--- src/rtl/mem_port_arbiter.sv ---
// -----------------------------------------------------------------------------
// mem_port_arbiter
//
// Shares one synchronous memory port between two requesters. Requester 0 is
// the CPU data side and requester 1 is a loader/debug/DMA agent. The requests
// are granted round-robin. The winning transaction is latched and held on the
// memory port for MEM_LAT cycles. It then completes with a one-cycle ack to
// its owner. After each ack the arbiter spends one cycle in DONE before it
// arbitrates again.
//
// Parameters
//   ADDR_W   address width
//   DATA_W   data width
//   MEM_LAT  cycles the memory port is held per access (>= 1)
//
// Ports
//   clk                 rising-edge clock
//   reset               asynchronous, active-low reset
//   r0_req / r1_req     request, held until ack
//   r0_addr / r1_addr   access address
//   r0_wdata / r1_wdata write data
//   r0_sz / r1_sz       0 = 8-bit, 1 = 16-bit
//   r0_we / r1_we       1 = write, 0 = read
//   r0_ack / r1_ack     one-cycle completion pulse
//   r0_rdata / r1_rdata read result, valid with ack, held until the next ack
//   mem_addr/wdata/sz/we  memory port drive
//   mem_rdata           memory read data
//   busy                high while in ACCESS or DONE
// -----------------------------------------------------------------------------
module mem_port_arbiter #(
  parameter int ADDR_W  = 16,
  parameter int DATA_W  = 16,
  parameter int MEM_LAT = 2
) (
  input  logic              clk,
  input  logic              reset,

  input  logic              r0_req,
  input  logic [ADDR_W-1:0] r0_addr,
  input  logic [DATA_W-1:0] r0_wdata,
  input  logic              r0_sz,
  input  logic              r0_we,
  output logic              r0_ack,
  output logic [DATA_W-1:0] r0_rdata,

  input  logic              r1_req,
  input  logic [ADDR_W-1:0] r1_addr,
  input  logic [DATA_W-1:0] r1_wdata,
  input  logic              r1_sz,
  input  logic              r1_we,
  output logic              r1_ack,
  output logic [DATA_W-1:0] r1_rdata,

  output logic [ADDR_W-1:0] mem_addr,
  output logic [DATA_W-1:0] mem_wdata,
  output logic              mem_sz,
  output logic              mem_we,
  input  logic [DATA_W-1:0] mem_rdata,

  output logic              busy
);

  // The counter holds values 0 .. MEM_LAT-1. It is kept at least one bit wide
  // so that a MEM_LAT=1 build still elaborates.
  localparam int CNT_W = (MEM_LAT > 1) ? $clog2(MEM_LAT) : 1;
  localparam logic [CNT_W-1:0] CNT_LOAD = CNT_W'(MEM_LAT - 1);

  typedef enum logic [1:0] {
    IDLE   = 2'd0,
    ACCESS = 2'd1,
    DONE   = 2'd2
  } state_t;

  state_t             r_state;
  state_t             w_state_nxt;

  logic               r_last_grant;
  logic               r_owner;
  logic [CNT_W-1:0]   r_cnt;
  logic [CNT_W-1:0]   w_cnt_nxt;

  logic               w_grant_vld;
  logic               w_grant_id;
  logic               w_done;

  logic [ADDR_W-1:0]  w_sel_addr;
  logic [DATA_W-1:0]  w_sel_wdata;
  logic               w_sel_sz;
  logic               w_sel_we;

  logic [ADDR_W-1:0]  r_mem_addr;
  logic [DATA_W-1:0]  r_mem_wdata;
  logic               r_mem_sz;
  logic               r_mem_we;
  logic               r_r0_ack;
  logic               r_r1_ack;
  logic [DATA_W-1:0]  r_r0_rdata;
  logic [DATA_W-1:0]  r_r1_rdata;
  logic               r_busy;

  // ---------------------------------------------------------------------------
  // Next-state and arbitration
  // ---------------------------------------------------------------------------
  // NOTE: every signal gets a default before the case so that no path leaves
  // one unassigned, which would infer a latch.
  always_comb begin
    w_state_nxt = r_state;
    w_cnt_nxt   = r_cnt;
    w_grant_vld = 1'b0;
    w_grant_id  = r_last_grant;
    w_done      = 1'b0;

    unique case (r_state)
      IDLE: begin
        // On a tie the requester that did not win last time is granted.
        if (r0_req && r1_req) begin
          w_grant_vld = 1'b1;
          w_grant_id  = ~r_last_grant;
        end else if (r0_req) begin
          w_grant_vld = 1'b1;
          w_grant_id  = 1'b0;
        end else if (r1_req) begin
          w_grant_vld = 1'b1;
          w_grant_id  = 1'b1;
        end
        if (w_grant_vld) begin
          w_state_nxt = ACCESS;
          w_cnt_nxt   = CNT_LOAD;
        end
      end

      ACCESS: begin
        if (r_cnt == '0) begin
          w_done      = 1'b1;
          w_state_nxt = DONE;
        end else begin
          w_cnt_nxt   = r_cnt - CNT_W'(1);
        end
      end

      // Requests are not looked at in DONE. The requester that was just
      // acked can therefore drop or replace its request without being
      // granted again by mistake.
      DONE:    w_state_nxt = IDLE;

      default: w_state_nxt = IDLE;
    endcase
  end

  // The winner's fields are selected here and latched only at the grant edge.
  always_comb begin
    w_sel_addr  = w_grant_id ? r1_addr  : r0_addr;
    w_sel_wdata = w_grant_id ? r1_wdata : r0_wdata;
    w_sel_sz    = w_grant_id ? r1_sz    : r0_sz;
    w_sel_we    = w_grant_id ? r1_we    : r0_we;
  end

  // ---------------------------------------------------------------------------
  // State register
  // ---------------------------------------------------------------------------
  // NOTE: sequential state is updated with non-blocking assignments. All
  // registers then sample the values from before the edge, whatever order the
  // blocks run in.
  always_ff @(posedge clk or negedge reset) begin
    if (!reset) r_state <= IDLE;
    else        r_state <= w_state_nxt;
  end

  // ---------------------------------------------------------------------------
  // Datapath and registered outputs
  // ---------------------------------------------------------------------------
  // Reset clears mem_we at once, so a transaction that is under way when
  // reset arrives is abandoned and no ack is issued.
  always_ff @(posedge clk or negedge reset) begin
    if (!reset) begin
      r_last_grant <= 1'b1;
      r_owner      <= 1'b0;
      r_cnt        <= '0;
      r_mem_addr   <= '0;
      r_mem_wdata  <= '0;
      r_mem_sz     <= 1'b0;
      r_mem_we     <= 1'b0;
      r_r0_ack     <= 1'b0;
      r_r1_ack     <= 1'b0;
      r_r0_rdata   <= '0;
      r_r1_rdata   <= '0;
      r_busy       <= 1'b0;
    end else begin
      r_cnt    <= w_cnt_nxt;
      r_busy   <= (w_state_nxt != IDLE);
      r_r0_ack <= w_done && !r_owner;
      r_r1_ack <= w_done &&  r_owner;

      if (w_grant_vld) begin
        r_last_grant <= w_grant_id;
        r_owner      <= w_grant_id;
        r_mem_addr   <= w_sel_addr;
        r_mem_wdata  <= w_sel_wdata;
        r_mem_sz     <= w_sel_sz;
        r_mem_we     <= w_sel_we;
      end

      if (w_done) begin
        r_mem_we <= 1'b0;
        // r_mem_we still holds the latched direction here. A completed write
        // leaves the owner's previous read data unchanged.
        if (!r_mem_we) begin
          if (r_owner) r_r1_rdata <= mem_rdata;
          else         r_r0_rdata <= mem_rdata;
        end
      end
    end
  end

  assign mem_addr  = r_mem_addr;
  assign mem_wdata = r_mem_wdata;
  assign mem_sz    = r_mem_sz;
  assign mem_we    = r_mem_we;
  assign r0_ack    = r_r0_ack;
  assign r1_ack    = r_r1_ack;
  assign r0_rdata  = r_r0_rdata;
  assign r1_rdata  = r_r1_rdata;
  assign busy      = r_busy;

endmodule

--- config.mk ---
export PLATFORM = sky130hd
export DESIGN_NAME = mem_port_arbiter
export DESIGN_NICKNAME = d
export VERILOG_FILES = /design/src/rtl/mem_port_arbiter.sv
export SDC_FILE = /design/constraint.sdc
export NUM_CORES = 1
export LEC_CHECK = 0
export BUFFER_PORTS_ARGS = -buffer_cell sky130_fd_sc_hd__buf_2
export CORE_MARGIN = 2
export CORE_UTILIZATION = 50
export CTS_BUF_LIST = sky130_fd_sc_hd__clkbuf_4 sky130_fd_sc_hd__clkbuf_8
export DETAILED_ROUTE_END_ITERATION = 6
export PLACE_DENSITY = 0.88
export SYNTH_ARGS = -nofsm -noshare
export SYNTH_HDL_FRONTEND = slang
export SYNTH_SLANG_ARGS = --single-unit
--- constraint.sdc ---
create_clock -name clk -period 4.6 [get_ports clk]
set_clock_uncertainty 0.05 [all_clocks]
set_input_delay 0.92 -clock clk [delete_from_list [all_inputs] [get_ports clk]]
set_output_delay 0.92 -clock clk [all_outputs]
set_load 0.005 [all_outputs]
# After elaboration in Yosys (flattened, before gate mapping)
# Cells that the tools add are included.
# op_classes
eq_ne,2
n_addsub,1
n_shift,0
div_mod_pow,0
n_reduce_logical,11
n_lt_le_gt_ge,0
mux,23
bitwise,3
mul,0
# ops
operator,n
two-way mux 16 bit,2
two-way mux 1 bit,17
AND reduction 3 bit,2
nonzero test 2 bit,3
two-way mux 2 bit,2
one-hot mux 2 bit (2 select lines),1
logical AND 1 bit,3
NOT 1 bit,3
"equality test 2 x 1 -> 1 bit, second input constant",1
logical NOT 2 bit,1
"inequality test 2 x 1 -> 1 bit, second input constant",1
one-hot mux 1 bit (2 select lines),1
AND reduction 2 bit,1
logical NOT 1 bit,1
"subtractor 1 bit, second input constant",1
# totals
mem_bits_rw,0
output_inout_bits,69
mem_count,0
mem_bits_ro,0
word_cells,53
latch_bits,0
input_bits,88
regBits,74

# Depth between registers and ports, before layout
# Gate-level depths: netlist of the first run.
# depth
depth_word,7
depth_mapped,7
ltp_nobuf,5

# Worst setup path after synthesis of the first run
# Ideal clock, no wire load.
# synth_timing
kind,input -> register
from,input r0_req
to,register r_mem_addr[0] (netlist: mem_addr[0])
setup_ns,0.082
stages,5
required_time_ns,4.468
arrival_ns,1.821
setup_slack_ns,2.647
path_buffers,1
cell_sequence,nand2_1 o32ai_4 clkbuf_1 nand2_1 a31oi_1
# synth_between
elab_chain_cells,4
# synth_rtl
element,line,source
"start, declared",38,"input logic r0_req,"
two-way mux 1 bit / logical AND 1 bit (equally long branches),"119, 116",
two-way mux 1 bit,116,if (r0_req && r1_req) begin
two-way mux 1 bit,113,unique case (r_state)
two-way mux 16 bit / two-way mux 1 bit (equally long branches),"152, 113",
"end signal, assigned",197,r_mem_addr <= w_sel_addr;
"end, declared",91,logic [ADDR_W-1:0] r_mem_addr;
# Parallel ways exist; a longest one is shown, timed or not. The select of a mux whose other input is x is not followed.
# A chain may end at the register's enable or synchronous reset.

# Worst setup path in the final report of the first run
# layout_timing
from,input r1_req
to,register r_mem_wdata[2] (netlist: mem_wdata[2])
# layout_between
elab_chain_cells,5
# layout_rtl
element,line,source
"start, declared",46,"input logic r1_req,"
two-way mux 1 bit,122,end else if (r1_req) begin
two-way mux 1 bit,119,end else if (r0_req) begin
two-way mux 1 bit,116,
two-way mux 1 bit,113,
two-way mux 16 bit / two-way mux 1 bit (equally long branches),"153, 113",
"end signal, assigned",198,r_mem_wdata <= w_sel_wdata;
"end, declared",92,logic [DATA_W-1:0] r_mem_wdata;
# Parallel ways exist; a longest one is shown, timed or not. The select of a mux whose other input is x is not followed.

==> results of run 1 <==
## metrics by stage
| step | total power [µW] | util | cell area, µm² | std cells | hold WS, ns |
|---|---|---|---|---|---|
| 6_report | 3000 | 0.693 | 4130 | 515 | 0.431 |
| 5_1_grt | 3250 | 0.693 | 4130 | 515 | 0.456 |
| 4_1_cts | 3040 | 0.693 | 4130 | 515 | 0.439 |
| 3_5_place_dp | 2500 | 0.657 | 3910 | 499 | 0.427 |
| 3_3_place_gp | 2430 | 0.657 | 3910 | 499 | 0.403 |
| 2_1_floorplan | 2010 | - | 3120 | 283 | 0.392 |
## report_power, final
group,switching [µW],leakage (µW),internal (µW)
Clock,231,0.000105,304
Combinational,652,0.00112,624
Sequential,199,0.000854,991
## flip-flops by register name, summed over array words and instances (netlist names)
register	flops
r0_ack	1
r_last_grant	1
r0_rdata	16
busy	1
mem_wdata	16
r1_rdata	16
mem_we	1
r_owner	1
mem_addr	16
mem_sz	1
r_cnt	1
r_state	2
r1_ack	1
## how the worst max path moves through the flow
| stage | cells past startpoint | from | slack, ns | end |
|---|---|---|---|---|
| 3_3_place_gp | 6 | r0_req | 1.98 | mem_wdata[2] |
| 4_1_cts | 6 | r1_req | 2.26 | mem_wdata[2] |
| 2_1_floorplan | 5 | r0_req | 2.65 | mem_addr[0] |
| 5_1_grt | 6 | r1_req | 2.03 | mem_addr[9] |
| 6_report | 6 | r1_req | 2.25 | mem_wdata[2] |
| 3_5_place_dp | 6 | r1_req | 1.90 | mem_wdata[2] |
## worst max-delay path: cells and delay by family
kind / cells / cell delay [ns]
AO/OA/AOI/OAI: 1 / 0.16
buffers and inverters: 2 / 0.58
AND/OR/NAND/NOR: 3 / 0.86
## final cells by class
cell class	instances	area, µm²
Tap cell	75	93.8
Inverter	5	20.0
Fill cell	454	1830
Clock inverter	7	93.8
Sequential cell	74	1850
Timing Repair Buffer	159	806
Multi-Input combinational cell	186	1140
Clock buffer	9	124
## cell usage after synthesis (all sizes together)
library cell / number
a211oi: 1
a21oi: 1
a31oi: 34
buf: 9
clkbuf: 9
clkinv: 1
dfrtp: 73
dfstp: 1
inv: 4
mux2: 32
nand2: 70
nand3: 1
nor2: 39
nor3: 3
nor3b: 1
o21ai: 2
o32ai: 1
or3: 1
## cells by family after synthesis
kind of cell	after synthesis	synth area share
and+or+nand+nor	115	0.151
DFF	74	0.595
AOI/OAI and AO/OA	39	0.0843
muxes	32	0.128
buffers and inverters	23	0.0422
## layer usage
| layer | routed length (µm) | vias up |
|---|---|---|
| li1 | - | 1262 |
| met1 | 2910 | 1219 |
| met2 | 3400 | 118 |
| met3 | 595 | 11 |
| met4 | 121 | 0 |
| met5 | 0 | - |
==> key figures, run 1 <==
Place
  – RD Place Congestion: 0.749
  – DPL Wire Length: 5.23 mm
  – IO buf count: 156
  – Worst slack, placed: 1.90 ns

Route
  – DR pass1 iterations: 4
  – DR vias/cell: 5.07
  – Routed Antenna Nets: 0
  – Starting DRC count in detailed routing: 109
  – Routed len/inst: 13.6 µm
  – Vias: 2610
  – Total Wirelength: 7.03 mm
  – DRC: 0

GRT
  – First-pass GRT wire length: 12.2 mm
  – Most Used Layer, Global Route: met2
  – Global Route met2 Usage: 0.378
  – Grt met1 use: 0.259
  – Met3 Usage GRT: 0.0616
  – Initial antenna violation count: 0
  – Largest net degree at the start of global routing: 75
  – Vias in the first global route: 2699
  – Global-route usage over all layers: 0.219
  – Grt total ovfl: 0

Pwr
  – VDD IR-drop max: 0.400 mV
  – PwrDens: 727 nW/µm²
  – Leak Pwr: 0.00208 µW

Setup path
  – Worst path slowest cell: nor3_4
  – CP arrival: 2.55 ns
  – Critical Path Start Type: input pin
  – RR Endpoint: mem_wdata[2]
  – Crit-path cells: buf_2, nor2_1, nor3_4, buf_4, nor2_1, a31oi_1
  – Reg2reg start: r_state[0]
  – Critical path capture point type: register
  – Worst Path Max Fanout: 42
  – Crit path kind: in2reg
  – Worst path max stage delay: 0.70 ns
  – Cells on worst reg2reg path: 4
  – Data required, critical path: 4.80 ns
  – Crit path top cell by count: nor2_1
  – Reg2reg setup slack: 2.39 ns

Flow run
  – Max-cap violation count: 0

Clock tree
  – PostCTS Resize Cnt: 0
  – Worst-path clk slew: 0.08 ns
  – CTS tree: built
  – Post-CTS Setup Bufs: 0
  – Cts hold-fix bufs: 0
  – Sink Count: 74
  – Inserted Clock Buffers: 9
  – Root buf cell: clkbuf_8
  – Clk_lat worst skew: 0.33 ns
  – Max Root-Sink Buffers: 2
  – # H-tree levels: 3

Yosys
  – Post-Syn Area: 3120 µm²
  – Area leader, netlist: dfrtp_1
  – Register area share after synthesis: 0.595
  – Post-synth cell types: 25
  – Syn_nets: 371
  – Synth top area share: 0.586
  – Main area contributors after synthesis: dfrtp_1 59%, nand2_1 8.4%, mux2_2 8.0%, a31oi_1 6.8%, mux2_4 4.8%
  – Syn. warnings: 0
  – Syn avg cell area: 11.0 µm²
  – Cell count after synthesis: 283
  – Number of synthesized register bits: 74

Floorplan
  – Die Wd: 82.9 µm
  – Io pins: 157
  – Core Region: 5960 µm²
  – Height of the die: 82.9 µm
  – Num rows: 28
  – Die Area: 6880 µm²
  – Starting density of the core: 0.523

STA
  – Fmax: 426 MHz
  – Worst Tran Pin Value: 0.913 ns
  – RSZ-0062 raised after global routing: false
  – Final worst slack: 2.25 ns
  – Final Hold Violating Endpoints: 0
  – Final setup violation count: 0
  – Final critical-path required period: 2.35 ns
  – Setup TNS: 0 ns
  – Crit share post-route: 0.511
  – Slew Viols, Final: 0
  – Relative slew slack: 0.389

Hold path
  – Min-Delay Endpoint: r0_ack
  – WHS Path Cells: 1
  – Worst Hold Launch: r_owner
  – HP Class: reg2reg

Status
  – Status: finished, final reports clean

Finish
  – Commonest non-fill, non-tap cells in the layout: 155 x buf_2, 73 x dfrtp_1, 70 x nand2_1
  – Layout cells sized above 1: 0.489
  – Ant. Diodes: 0
  – Commonest non-fill, non-tap cell in the layout: buf_2
  – Nets: 523
  – Layout area overhead: 32.5%
No activity file was read; power rests on OpenSTA's default activity.
==> run 2, diff against run 1 <==
--- a/config.mk
+++ b/config.mk
@@ -5,12 +5,13 @@
 export SDC_FILE = /design/constraint.sdc
 export NUM_CORES = 1
 export LEC_CHECK = 0
+export ABC_AREA = 1
 export BUFFER_PORTS_ARGS = -buffer_cell sky130_fd_sc_hd__buf_2
 export CORE_MARGIN = 2
-export CORE_UTILIZATION = 50
+export CORE_UTILIZATION = 49
 export CTS_BUF_LIST = sky130_fd_sc_hd__clkbuf_4 sky130_fd_sc_hd__clkbuf_8
 export DETAILED_ROUTE_END_ITERATION = 6
-export PLACE_DENSITY = 0.88
+export PLACE_DENSITY = 0.83
 export SYNTH_ARGS = -nofsm -noshare
 export SYNTH_HDL_FRONTEND = slang
 export SYNTH_SLANG_ARGS = --single-unit
==> constraint.sdc (replaced) <==
create_clock -name clk -period 2.4 [get_ports clk]
set_clock_uncertainty 0.05 [all_clocks]
set_input_delay 0.48 -clock clk [delete_from_list [all_inputs] [get_ports clk]]
set_output_delay 0.48 -clock clk [all_outputs]
set_load 0.005 [all_outputs]
==> key figures, run 2 <==
Yosys
  – FFs w/ async S/R, synth: 1.00 (unchanged)
  – Register area share after synthesis: 0.516 (was 0.595)
  – Most frequent cells after synthesis: 127 x nand2_1, 73 x dfrtp_1, 55 x inv_1 (was 73 x dfrtp_1, 70 x nand2_1, 39 x nor2_1)
  – Cell count after synthesis: 405 (was 283)
  – Post-synth cell types: 19 (was 25)
  – Syn. warnings: 0 (unchanged)
  – Most frequent cell after synthesis: nand2_1 (was dfrtp_1)
  – Synth top area share: 0.509 (was 0.586)
  – Main area contributors after synthesis: dfrtp_1 51%, nand2_1 13%, o21ai_2 8.0%, nand3b_1 6.9%, inv_1 5.7% (was dfrtp_1 59%, nand2_1 8.4%, mux2_2 8.0%, a31oi_1 6.8%, mux2_4 4.8%)
  – Syn_nets: 493 (was 371)
  – Post-Syn Area: 3590 µm² (was 3120 µm²)
  – Post-synth EDFFs: 0 (unchanged)
  – Syn avg cell area: 8.87 µm² (was 11.0 µm²)
  – Number of synthesized register bits: 74 (unchanged)
  – Area leader, netlist: dfrtp_1 (unchanged)
  – Most used DFF post-synth: dfrtp_1 (unchanged)

Finish
  – Nets: 640 (was 523)
  – Ant. Diodes: 0 (unchanged)
  – Layout cells sized above 1: 0.413 (was 0.489)
  – Commonest non-fill, non-tap cells in the layout: 155 x buf_2, 127 x nand2_1, 73 x dfrtp_1 (was 155 x buf_2, 73 x dfrtp_1, 70 x nand2_1)
  – Final core occ: 0.643 (was 0.693)
  – Commonest non-fill, non-tap cell in the layout: buf_2 (unchanged)
  – Layout area overhead: 28.5% (was 32.5%)

Route
  – DR vias/cell: 4.82 (was 5.07)
  – Total Wirelength: 8.53 mm (was 7.03 mm)
  – DR pass1 iterations: 5 (was 4)
  – Routed Antenna Nets: 0 (unchanged)
  – Routed len/inst: 13.0 µm (was 13.6 µm)
  – Vias: 3162 (was 2610)
  – Starting DRC count in detailed routing: 129 (was 109)
  – DRC: 0 (unchanged)

Place
  – Worst slack, placed: 0.488 ns (was 1.90 ns)
  – DPL Wire Length: 6.01 mm (was 5.23 mm)
  – RD Place Congestion: 0.783 (was 0.749)
  – IO buf count: 156 (unchanged)

STA
  – Crit share post-route: 0.806
  – Final critical-path required period: 1.93 ns
  – RSZ-0062 raised after global routing: false (unchanged)
  – Slew Viols, Final: 0 (unchanged)
  – Fmax: 517 MHz
  – Worst Tran Pin Value: 0.915 ns (was 0.913 ns)
  – Final setup violation count: 0 (unchanged)
  – Setup TNS: 0 ns (unchanged)
  – Final Hold Violating Endpoints: 0 (unchanged)
  – Relative slew slack: 0.390 (was 0.389)
  – Final worst slack: 0.465 ns (was 2.25 ns)

Status
  – Status: finished, final reports clean (unchanged)

Clock tree
  – Worst-path clk slew: 0.08 ns (about the same)
  – PostCTS Resize Cnt: 0 (unchanged)
  – CTS tree: built (unchanged)
  – Root buf cell: clkbuf_8 (unchanged)
  – # H-tree levels: 3 (unchanged)
  – Max Root-Sink Buffers: 2 (unchanged)
  – Post-CTS Setup Bufs: 0 (unchanged)
  – Clk_lat worst skew: 0.33 ns (about the same)
  – Inserted Clock Buffers: 9 (unchanged)
  – Cts hold-fix bufs: 0 (unchanged)
  – Sink Count: 74 (unchanged)

Setup path
  – CP arrival: 2.11 ns (was 2.55 ns)
  – Critical path capture point type: register (unchanged)
  – Critical Path Start Type: register (was input pin)
  – Worst Path Max Fanout: 36 (was 42)
  – Crit path kind: reg2reg (was in2reg)
  – Data required, critical path: 2.58 ns (was 4.80 ns)
  – Reg2reg setup slack: 0.47 ns (was 2.39 ns)

Floorplan
  – Num rows: 31 (was 28)
  – Die Area: 8030 µm² (was 6880 µm²)
  – Starting density of the core: 0.500 (was 0.523)
  – Io pins: 157 (unchanged)
  – Height of the die: 89.6 µm (was 82.9 µm)
  – Die Wd: 89.6 µm (was 82.9 µm)
  – Core Region: 7180 µm² (was 5960 µm²)

Pwr
  – VDD IR-drop max: 1.02 mV (was 0.400 mV)
  – Leak Pwr: 0.00264 µW (was 0.00208 µW)
  – PwrDens: 1310 nW/µm² (was 727 nW/µm²)

Flow run
  – Max-cap violation count: 0 (unchanged)

Hold path
  – HP Class: in2async (was reg2reg)

GRT
  – Largest net degree at the start of global routing: 75 (unchanged)
  – Grt total ovfl: 0 (unchanged)
  – Initial antenna violation count: 0 (unchanged)
  – First-pass GRT wire length: 13.1 mm (was 12.2 mm)
  – Global-route usage over all layers: 0.214 (was 0.219)
  – Vias in the first global route: 2840 (was 2699)
-- run 2: worst max-delay path, cell delays in order (launching register included) --
cell and delay (ns):
dfrtp_1 0.42, nor2_4 0.21, nand3_4 0.37, nand2_4 0.47, nand2_1 0.11, nand3_1 0.09
nand2_1 0.06
-- run 2: final timing paths --
path                       cells after the start             to           from
min in group clk                               3   r0_rdata[10]  mem_rdata[10]
hold / removal                                 1   mem_wdata[5]          reset
setup reg to reg                               6  mem_wdata[12]     r_state[1]
hold reg to reg                                2    r0_rdata[8]    r0_rdata[8]
setup / recovery                               6  mem_wdata[12]     r_state[1]
max in group asynchronous                      1           busy          reset
-- run 2: per-layer routing --
metal  share of wire  vias up  global-route usage
li1                -     1545                   -
met1            0.43     1462               0.275
met2            0.47      142               0.346
met3           0.085       13              0.0612
met4           0.016        0              0.0787
met5               0        -                   0
-- run 2: final cells by class --
class | count | area (µm²)
well taps | 99 | 124
flip-flops and latches | 74 | 1850
clock buffers | 9 | 124
inverters | 58 | 218
multi-input cells | 251 | 1380
fillers | 589 | 2560
clock inverters | 7 | 118
repair buffers | 158 | 798
-- run 2: metrics by stage --
step	instances	hold WS (ns)	area [µm²]	total power, µW
finish	656	0.218	4610	6050
global placement	640	0.410	4370	4840
global route	656	0.291	4610	6540
detailed placement	640	0.410	4370	4930
floorplan	405	0.134	3590	3980
CTS	656	0.258	4610	6100
-- run 2: power breakdown --
group	switching [µW]	leakage, µW	internal, µW
Combinational	1550	0.00162	1080
Sequential	370	0.000899	1890
Clock	465	0.000123	690
Total	2390	0.00264	3660
-- run 2: logic make-up (layout without fill, tap and decap cells) --
family                 Yosys count  after routing  share of synthesized area
AND/OR/NAND/NOR                214            214                      0.298
AO/OA/AOI/OAI                   37             37                     0.0861
buffers and inverters           80            232                      0.100
flip-flops                      74             74                      0.516
